<file path="config.mk">
export PLATFORM = sky130hd
export DESIGN_NAME = quantized_act_serializer_flat
export DESIGN_NICKNAME = d
export VERILOG_FILES = /design/src/rtl/quantized_act_serializer_if.sv /design/src/rtl/quantized_act_serializer.sv /design/src/flat_wrapper.sv
export SDC_FILE = /design/constraint.sdc
export NUM_CORES = 1
export LEC_CHECK = 0
export ABC_AREA = 1
export CAP_MARGIN = 20
export CORE_ASPECT_RATIO = 2
export CORE_UTILIZATION = 34
export CTS_CLUSTER_SIZE = 30
export DETAILED_ROUTE_END_ITERATION = 16
export GPL_TIMING_DRIVEN = 0
export PLACE_DENSITY = 0.54
export SYNTH_ARGS = -nofsm -noshare
export SYNTH_HDL_FRONTEND = slang
export SYNTH_SLANG_ARGS = --single-unit
</file>
<file path="constraint.sdc">
create_clock -name clk -period 3.5 [get_ports clk]
set_clock_uncertainty 0.15 [all_clocks]
set_input_delay 0.875 -clock clk [delete_from_list [all_inputs] [get_ports clk]]
set_output_delay 0.875 -clock clk [all_outputs]
set_load 0.03 [all_outputs]
</file>
<file path="src/rtl/quantized_act_serializer_if.sv">
// Activation-in / serial-frame-out bundle for quantized_act_serializer.
// master: the environment (quantizer side and bit-serial sink).
// slave:  the serializer itself.
interface quantized_act_serializer_if #(
    parameter int DATA_WIDTH = 8,
    parameter int FIFO_DEPTH = 4
);
    logic [DATA_WIDTH-1:0]         act_in;
    logic                          act_valid;
    logic                          sink_ready;
    logic                          serial_out;
    logic                          serial_valid;
    logic                          frame_first;
    logic                          frame_last;
    logic [$clog2(FIFO_DEPTH):0]   fifo_count;
    logic                          overflow;

    modport master (
        output act_in, act_valid, sink_ready,
        input  serial_out, serial_valid, frame_first, frame_last, fifo_count, overflow
    );

    modport slave (
        input  act_in, act_valid, sink_ready,
        output serial_out, serial_valid, frame_first, frame_last, fifo_count, overflow
    );
endinterface

</file>
<file path="src/rtl/quantized_act_serializer.sv">
// Buffers 8-bit quantized activations in a small FIFO and re-emits each as a
// FRAME_LEN-bit, zero-extended bit-serial frame. Frames begin only when the
// sink is ready at a frame boundary and then run to completion; back-to-back
// frames have no gap cycle.
//
// Build option: define ACT_SERIALIZER_MSB_FIRST_EN to emit leading zeros
// followed by the activation MSB first. Default is LSB first with trailing
// zero-extension.
//
// state | meaning
// ------+--------------------------------------------------------------
// IDLE  | no frame on the wire; waiting for a queued value and sink_ready
// SHIFT | emitting frame bit bit_cnt (0..FRAME_LEN-1)
module quantized_act_serializer #(
    parameter int DATA_WIDTH = 8,
    parameter int FRAME_LEN  = 32,
    parameter int FIFO_DEPTH = 4
) (
    input  logic                            clk,
    input  logic                            reset,
    quantized_act_serializer_if.slave       bus
);
    localparam int PTR_W = $clog2(FIFO_DEPTH);
    localparam int CNT_W = $clog2(FIFO_DEPTH) + 1;
    localparam int BIT_W = $clog2(FRAME_LEN);
`ifdef ACT_SERIALIZER_MSB_FIRST_EN
    // Full frame width so the leading zeros fall out of the top naturally.
    localparam int SH_W  = FRAME_LEN;
`else
    localparam int SH_W  = DATA_WIDTH;
`endif
    localparam logic [CNT_W-1:0] FULL_COUNT = CNT_W'(FIFO_DEPTH);
    localparam logic [BIT_W-1:0] LAST_BIT   = BIT_W'(FRAME_LEN - 1);

    typedef enum logic {IDLE, SHIFT} state_t;

    state_t               state, state_nx;
    logic [SH_W-1:0]      sh, sh_nx;
    logic [BIT_W-1:0]     bit_cnt, bit_cnt_nx;
    logic                 bit_nx;

    logic [DATA_WIDTH-1:0] mem [FIFO_DEPTH];
    logic [PTR_W-1:0]     wr_ptr, rd_ptr;
    logic [CNT_W-1:0]     count;
    logic                 overflow;
    logic                 full, push, pop;

    logic                 serial_out_q, serial_valid_q, frame_first_q, frame_last_q;

    // Pop uses the registered count, so a value written this cycle cannot
    // be read out before the next one. A pop at full frees the slot the push
    // needs, so that push is accepted.
    assign full = (count == FULL_COUNT);
    assign push = bus.act_valid && (!full || pop);

    // FSM state register.
    always_ff @(posedge clk) begin
        if (reset) state <= IDLE;
        else       state <= state_nx;
    end

    // Next-state, FIFO pop and shift-register update.
    always_comb begin
        state_nx   = state;
        sh_nx      = sh;
        bit_cnt_nx = bit_cnt;
        pop        = 1'b0;
        case (state)
            IDLE: begin
                if (count != '0 && bus.sink_ready) begin
                    pop        = 1'b1;
                    state_nx   = SHIFT;
                    sh_nx      = SH_W'(mem[rd_ptr]);
                    bit_cnt_nx = '0;
                end
            end
            SHIFT: begin
                if (bit_cnt == LAST_BIT) begin
                    if (count != '0 && bus.sink_ready) begin
                        pop        = 1'b1;
                        sh_nx      = SH_W'(mem[rd_ptr]);
                        bit_cnt_nx = '0;
                    end else begin
                        state_nx   = IDLE;
                    end
                end else begin
`ifdef ACT_SERIALIZER_MSB_FIRST_EN
                    sh_nx      = sh << 1;
`else
                    sh_nx      = sh >> 1;
`endif
                    bit_cnt_nx = bit_cnt + 1'b1;
                end
            end
            default: state_nx = IDLE;
        endcase
    end

`ifdef ACT_SERIALIZER_MSB_FIRST_EN
    assign bit_nx = sh_nx[SH_W-1];
`else
    assign bit_nx = sh_nx[0];
`endif

    // Shift register and bit counter.
    always_ff @(posedge clk) begin
        if (reset) begin
            sh      <= '0;
            bit_cnt <= '0;
        end else begin
            sh      <= sh_nx;
            bit_cnt <= bit_cnt_nx;
        end
    end

    // Outputs are flopped from the next-cycle state so they align with it.
    always_ff @(posedge clk) begin
        if (reset) begin
            serial_out_q   <= 1'b0;
            serial_valid_q <= 1'b0;
            frame_first_q  <= 1'b0;
            frame_last_q   <= 1'b0;
        end else begin
            serial_valid_q <= (state_nx == SHIFT);
            serial_out_q   <= (state_nx == SHIFT) && bit_nx;
            frame_first_q  <= (state_nx == SHIFT) && (bit_cnt_nx == '0);
            frame_last_q   <= (state_nx == SHIFT) && (bit_cnt_nx == LAST_BIT);
        end
    end

    // FIFO storage; contents are discarded on reset via the pointers.
    always_ff @(posedge clk) begin
        if (push) mem[wr_ptr] <= bus.act_in;
    end

    // FIFO pointers, occupancy and sticky overflow.
    always_ff @(posedge clk) begin
        if (reset) begin
            wr_ptr   <= '0;
            rd_ptr   <= '0;
            count    <= '0;
            overflow <= 1'b0;
        end else begin
            if (push) wr_ptr <= wr_ptr + 1'b1;
            if (pop)  rd_ptr <= rd_ptr + 1'b1;
            case ({push, pop})
                2'b10:   count <= count + 1'b1;
                2'b01:   count <= count - 1'b1;
                default: count <= count;
            endcase
            if (bus.act_valid && full && !pop) overflow <= 1'b1;
        end
    end

    assign bus.serial_out   = serial_out_q;
    assign bus.serial_valid = serial_valid_q;
    assign bus.frame_first  = frame_first_q;
    assign bus.frame_last   = frame_last_q;
    assign bus.fifo_count   = count;
    assign bus.overflow     = overflow;
endmodule

</file>
<file path="src/flat_wrapper.sv">
// flat-port wrapper written by rule: the top's interface ports become plain ports
module quantized_act_serializer_flat 
#(
    parameter int DATA_WIDTH = 8,
    parameter int FRAME_LEN  = 32,
    parameter int FIFO_DEPTH = 4
)
  (clk, reset, bus_act_in, bus_act_valid, bus_sink_ready, bus_serial_out, bus_serial_valid, bus_frame_first, bus_frame_last, bus_fifo_count, bus_overflow);
  quantized_act_serializer_if #(.DATA_WIDTH(DATA_WIDTH), .FIFO_DEPTH(FIFO_DEPTH)) bus_i ();
  input  logic clk;
  input  logic reset;
  input wire logic [$bits(bus_i.act_in)-1:0] bus_act_in;
  input wire logic [$bits(bus_i.act_valid)-1:0] bus_act_valid;
  input wire logic [$bits(bus_i.sink_ready)-1:0] bus_sink_ready;
  output wire logic [$bits(bus_i.serial_out)-1:0] bus_serial_out;
  output wire logic [$bits(bus_i.serial_valid)-1:0] bus_serial_valid;
  output wire logic [$bits(bus_i.frame_first)-1:0] bus_frame_first;
  output wire logic [$bits(bus_i.frame_last)-1:0] bus_frame_last;
  output wire logic [$bits(bus_i.fifo_count)-1:0] bus_fifo_count;
  output wire logic [$bits(bus_i.overflow)-1:0] bus_overflow;
  assign bus_i.act_in = bus_act_in;
  assign bus_i.act_valid = bus_act_valid;
  assign bus_i.sink_ready = bus_sink_ready;
  assign bus_serial_out = bus_i.serial_out;
  assign bus_serial_valid = bus_i.serial_valid;
  assign bus_frame_first = bus_i.frame_first;
  assign bus_frame_last = bus_i.frame_last;
  assign bus_fifo_count = bus_i.fifo_count;
  assign bus_overflow = bus_i.overflow;
  quantized_act_serializer #(.DATA_WIDTH(DATA_WIDTH), .FRAME_LEN(FRAME_LEN), .FIFO_DEPTH(FIFO_DEPTH)) u_core (.clk(clk), .reset(reset), .bus(bus_i));
endmodule
</file>
* Yosys cells after proc, flatten, opt, wreduce, memory -nomap -nowiden
Memories as Yosys holds them, arrays and structs flattened. A register that Yosys moved wholly into a read port is not among the register bits. Index checks and enable logic that the tools add are counted.
Storage, ports and cells: latch bits 0, memory bits (read-only) 0, output and inout bits 8, logic and storage cells 51, memories kept 1, bits in writable memories 32, flip-flop bits (word level) 25, bits of input ports 12
Memory list:
- u_core.mem | words 4, bits a word 8, rd ports 1, clocked after memory_dff 1, write ports 1, line quantized_act_serializer.sv:42 | logic [DATA_WIDTH-1:0] mem [FIFO_DEPTH];
Cells by class: eq/ne operators 5, divide/modulo/power cells 0, multiply operators 0, bitwise gates (word level) 1, reduce and logical (&&, ||, !) cells 13, $lt $le $gt $ge 0, muxes and demuxes 16, shift operators 0, add/sub/neg operators 5
Operators by type and width (count):
- $mux W8 | 2
- $pmux W8 S2 | 1
- $eq A5 B5 Y1 const B | 2
- $mux W5 | 2
- $pmux W5 S2 | 1
- $logic_and A1 B1 Y1 | 7
- $pmux W3 S2 | 1
- $add A5 B1 Y5 const B | 1
- $logic_not A5 Y1 | 1
- $mux W1 | 5
- $add A2 B1 Y2 const B | 2
- $mux W2 | 2
- $pmux W1 S2 | 2
- $add A3 B1 Y3 const B | 1
- $eq A3 B3 Y1 const B | 1
- $reduce_bool A3 Y1 | 1
- $sub A3 B1 Y3 const B | 1
- $eq A2 B1 Y1 const B | 1
- $eq A2 B2 Y1 const B | 1
- $logic_not A1 Y1 | 2
- $reduce_bool A2 Y1 | 1
- $logic_or A1 B1 Y1 | 1
- $not A1 Y1 | 1

* Depth between registers and ports, before layout
word-level depth 9, gate-level depth with buffers 16

* Worst setup path after synthesis
OpenSTA, ideal clock, no wires.
path type register to register, start register u_core.bit_cnt[0], end register u_core.count[2], in the netlist u_core.bus.fifo_count[2], arrival time 2.204 ns, setup time 0.123 ns, buffers on the path 0, required time 3.227 ns, setup slack 1.023 ns, stages on the path, launching flop included 17, path through dfxtp_1 > ha_1 > nand2_1 > nor2_1 > ha_1 > inv_2 > nand2_2 > nand3_4 > nand2_2 > nand2_4 > ha_1 > inv_1 > fa_1 > a21oi_1 > o21ai_0 > o21ai_0 > a21oi_1
Between the ends: longest elaborated chain between the ends 7
RTL lines:
- from (decl) | line quantized_act_serializer.sv:39 | logic [BIT_W-1:0] bit_cnt, bit_cnt_nx;
- from (signal assigned) | line quantized_act_serializer.sv:112 | bit_cnt <= bit_cnt_nx;
- $eq A5 B5 Y1 (*) | line quantized_act_serializer.sv:78 | if (bit_cnt == LAST_BIT) begin
- $mux W1 (*) | line quantized_act_serializer.sv:78
- $pmux W1 S2 (*) | line quantized_act_serializer.sv:68 | case (state)
- $logic_or A1 B1 Y1 | line quantized_act_serializer.sv:54 | assign push = bus.act_valid && (!full || pop);
- $logic_and A1 B1 Y1 | line quantized_act_serializer.sv:54
- $eq A2 B1 Y1 / $eq A2 B2 Y1 (equally long branches) | line quantized_act_serializer.sv:146 | case ({push, pop})
- $pmux W3 S2 / $reduce_bool A2 Y1 (equally long branches)
- to (signal assigned) | line quantized_act_serializer.sv:147 | 2'b10: count <= count + 1'b1;
- to (signal assigned) | line quantized_act_serializer.sv:148 | 2'b01: count <= count - 1'b1;
- to (signal assigned) | line quantized_act_serializer.sv:149 | default: count <= count;
- to (decl) | line quantized_act_serializer.sv:44 | logic [CNT_W-1:0] count;
Mark *: on every way between the ends. The rest lies on a longest branch, timed or not. A chain may end at the register's enable or synchronous reset.

* Worst setup path in the final report
start input port bus_sink_ready, end register u_core.count[2], in the netlist u_core.bus.fifo_count[2]
Between the ends: longest elaborated chain between the ends 8
RTL lines:
- from (decl) | line flat_wrapper.sv:14 | input wire logic [$bits(bus_i.sink_ready)-1:0] bus_sink_ready;
- $logic_and A1 B1 Y1 (*) | line quantized_act_serializer.sv:70, quantized_act_serializer.sv:79
- $mux W1 (*) | line quantized_act_serializer.sv:70, quantized_act_serializer.sv:79
- $mux W1 | line quantized_act_serializer.sv:78
- $pmux W1 S2 (*) | line quantized_act_serializer.sv:68
- $logic_or A1 B1 Y1 | line quantized_act_serializer.sv:54
- $logic_and A1 B1 Y1 | line quantized_act_serializer.sv:54
- $eq A2 B1 Y1 / $eq A2 B2 Y1 (equally long branches) | line quantized_act_serializer.sv:146
- $pmux W3 S2 / $reduce_bool A2 Y1 (equally long branches)
Marked as above.

==> flow_summary.yaml <==
grt:
  antenna_found_initial: 0
  first_global_vias: 1800
  grt_max_degree: 11
  grt_overflow: 0
  gr-usage-all-layers_pct: 14.98
  grt_pass1_wl_mm: 8.183
sta:
  setup_slack_ps: 680.2
  post-route-period-util_pct: 80.57
  fin_crit_ps: 2820
  fmax_mhz: 354.6
  setup_tns_ps: 0
  drv_slew: 0
  finalSetupViolCount: 0
  hold_violations: 0
  max_slew_margin_pct: 40.05
  hold_ws_ps: 319.5
  rsz0062_at_grt: "false"
  tightest_slew_ps: 896.0
clock_network:
  clkSinkCount: 59
  cts_setup_buffers: 0
  cts_tree: "built"
  numCtsBuffers: 9
  cts_resized: 0
  path_clk_slew_ps: 50
  cts-hold-fix-buffers: 0
  cts-root-buf: "clkbuf_16"
  cts.path.max_buffers: 2
  clock_latency_ps: 330
  htree_levels: 3
placed_design:
  dp_slack_ps: 367.8
  port_buffers: 19
  hpwl_mm: 3.529
  gp_congestion: 0.7544
drt:
  vias_per_cell: 4.679
  routed_wl_mm: 4.936
  postRouteAntennaNets: 0
  drtIter0Drc: 70
  first_pass_iters: 4
  vias: 1750
  wl_per_cell_um: 13.20
  drc: 0
hold_path:
  holdPathEnd: "u_core.bus.overflow"
  hold_path_class: "reg2reg"
  holdCritStartpoint: "u_core.bus.overflow"
  min_delay_path_depth: 2
power_and_ir_drop:
  vdd_ir_drop_max_mv: 0.3335
  p_leak_uw: 0.001212
  p_per_area_nw_per_um2: 795.7
  power.total_uw: 2461
synthesis:
  synth_cells: 249
  synth_seq_cells: 59
  yosysSeqAreaShare_pct: 60.48
  ys_types: 31
  yosys_warnings: 0
  avgSynthCellArea_sq_um: 9.969
  synth.cell_area_sq_um: 2482
  synth_nets: 269
setup_path:
  crit_type: "in2reg"
  rrSetupSlack_ps: 750
  path_cells: "clkdlybuf4s50_1 -> nand3_4 -> nand2_2 -> nand2_4 -> ha_1 -> inv_1 -> fa_1 -> a21oi_1 -> o21ai_0 -> o21ai_0 -> a21oi_1"
  reg2reg_depth: 16
  cp_max_fo: 10
  r2r-start: "u_core.bit_cnt[0]"
  max_stage_delay_ps: 490
  worstPathArrival_ps: 2880
  cp_slowest_cell: "clkdlybuf4s50_1"
  start_kind: "input port"
  cp_top_family: "buffers and inverters"
  cp-end-kind: "flop"
  critPathBufInv: 2
  required_ps: 3560
  reg2reg_to: "u_core.bus.fifo_count[2]"
floorplan:
  core-area_sq_um: 6994
  die_h_um: 122.8
  die_area_sq_um: 7668
  start_util_pct: 35.49
  die_x_um: 62.42
  rows: 43
  boundaryPins: 20
cells_and_area:
  layout-drive-gt1-share_pct: 13.38
  antennaDiodeCount: 0
  fin_nets: 299
  final_common_cell: "nor2_1"
  final_cell_mix: "nor2_1 (44), edfxtp_1 (32), nand2_1 (30)"
  syn2layout_area_growth_pct: 24.60
  fin_util_pct: 44.22
run:
  maxCapViolations: 0
run_status:
  status: "complete, no violations"
## state kept, by name, summed over array words and instances (netlist names), 2 cells and up, named ones only
signal                 flops
u_core.rd_ptr              2
u_core.mem                32
u_core.bus.fifo_count      3
u_core.wr_ptr              2
u_core.sh                  8
u_core.bit_cnt             5
## synth_stat cells
library cell	number	area (sq um)
inv_2	4	15.01
o21ai_1	1	5.000
a31oi_1	1	6.260
buf_2	2	10.01
inv_1	21	78.83
nand3_1	9	45.04
nor2_4	1	11.26
or2_4	1	8.760
buf_6	1	11.26
nand3_4	1	17.52
nand2_4	4	45.04
buf_4	1	7.510
inv_4	1	6.260
o22a_1	1	8.760
o22ai_1	7	43.79
clkbuf_1	1	3.750
nand2_1	30	112.6
edfxtp_1	32	960.9
dfxtp_1	27	540.5
fa_1	1	20.02
ha_1	7	87.58
nor2_2	3	18.77
nor3_2	1	10.01
nand2_2	3	18.77
nor2_1	44	165.2
o21ai_0	24	120.1
xor2_1	1	8.760
or2_2	1	6.260
nor3_1	2	10.01
a21oi_1	15	75.07
clkinv_1	1	3.750
## worst register-to-register path: stages, from the launching register on
cell	delay, ps
dfxtp_1	340
ha_1	210
nand2_1	90
nor2_1	50
ha_1	180
inv_2	50
nand2_2	70
nand3_4	180
nand2_2	90
nand2_4	110
ha_1	150
inv_1	70
fa_1	390
a21oi_1	160
o21ai_0	130
o21ai_0	170
a21oi_1	50
## cell families after synthesis
kind of cell	after synthesis	share of synthesized area (%)
compound gates	49	10.43
flops	59	60.48
fa+ha+maj	8	4.335
simple gates	100	18.90
buf+inv	32	5.494
xor+xnor	1	0.3529
## power by group
part | switching (uW) | internal (uW) | leakage, uW
combinational | 416 | 232 | 0.000543
sequential | 56.9 | 852 | 0.000515
clock | 292 | 612 | 0.000154
## layout make-up
| cell class | count | area (sq um) |
|---|---|---|
| fill | 707 | 3901 |
| sequential | 59 | 1501 |
| multi-input combinational | 158 | 844.6 |
| clock buffer | 9 | 225.2 |
| timing repair buffer | 19 | 190.2 |
| tap | 90 | 112.6 |
| inverter | 27 | 103.9 |
| clock inverter | 7 | 82.58 |
| buffer | 5 | 32.53 |
## how the worst max path moves through the flow
stage / start / endpoint / slack (ps) / cells past startpoint
floorplan: u_core.bit_cnt[0] / u_core.bus.fifo_count[2] / 1020 / 16
global placement: bus_sink_ready / u_core.bus.fifo_count[2] / 410 / 11
detailed placement: bus_sink_ready / u_core.bus.fifo_count[2] / 370 / 11
CTS: bus_sink_ready / u_core.bus.fifo_count[2] / 720 / 11
global route: u_core.bit_cnt[0] / u_core.bus.fifo_count[2] / 500 / 15
finish: bus_sink_ready / u_core.bus.fifo_count[2] / 680 / 11
## stage by stage
| stage | instance area, sq um | std cells |
|---|---|---|
| final | 3093 | 374 |
| after global routing | 3093 | 374 |
| after CTS | 3093 | 374 |
| after detailed placement | 2785 | 358 |
| after global placement | 2785 | 358 |
| after floorplan | 2482 | 249 |
## per-layer routing
| layer | vias to the layer above | track usage (%) | wire length [um] |
|---|---|---|---|
| met5 | - | 0 | 0 |
| li1 | 892 | - | - |
| met3 | 16 | 5.019 | 159 |
| met4 | 0 | 11.05 | 211 |
| met1 | 809 | 13.39 | 1839 |
| met2 | 33 | 27.38 | 2726 |
No activity file was read; power rests on OpenSTA's default activity.
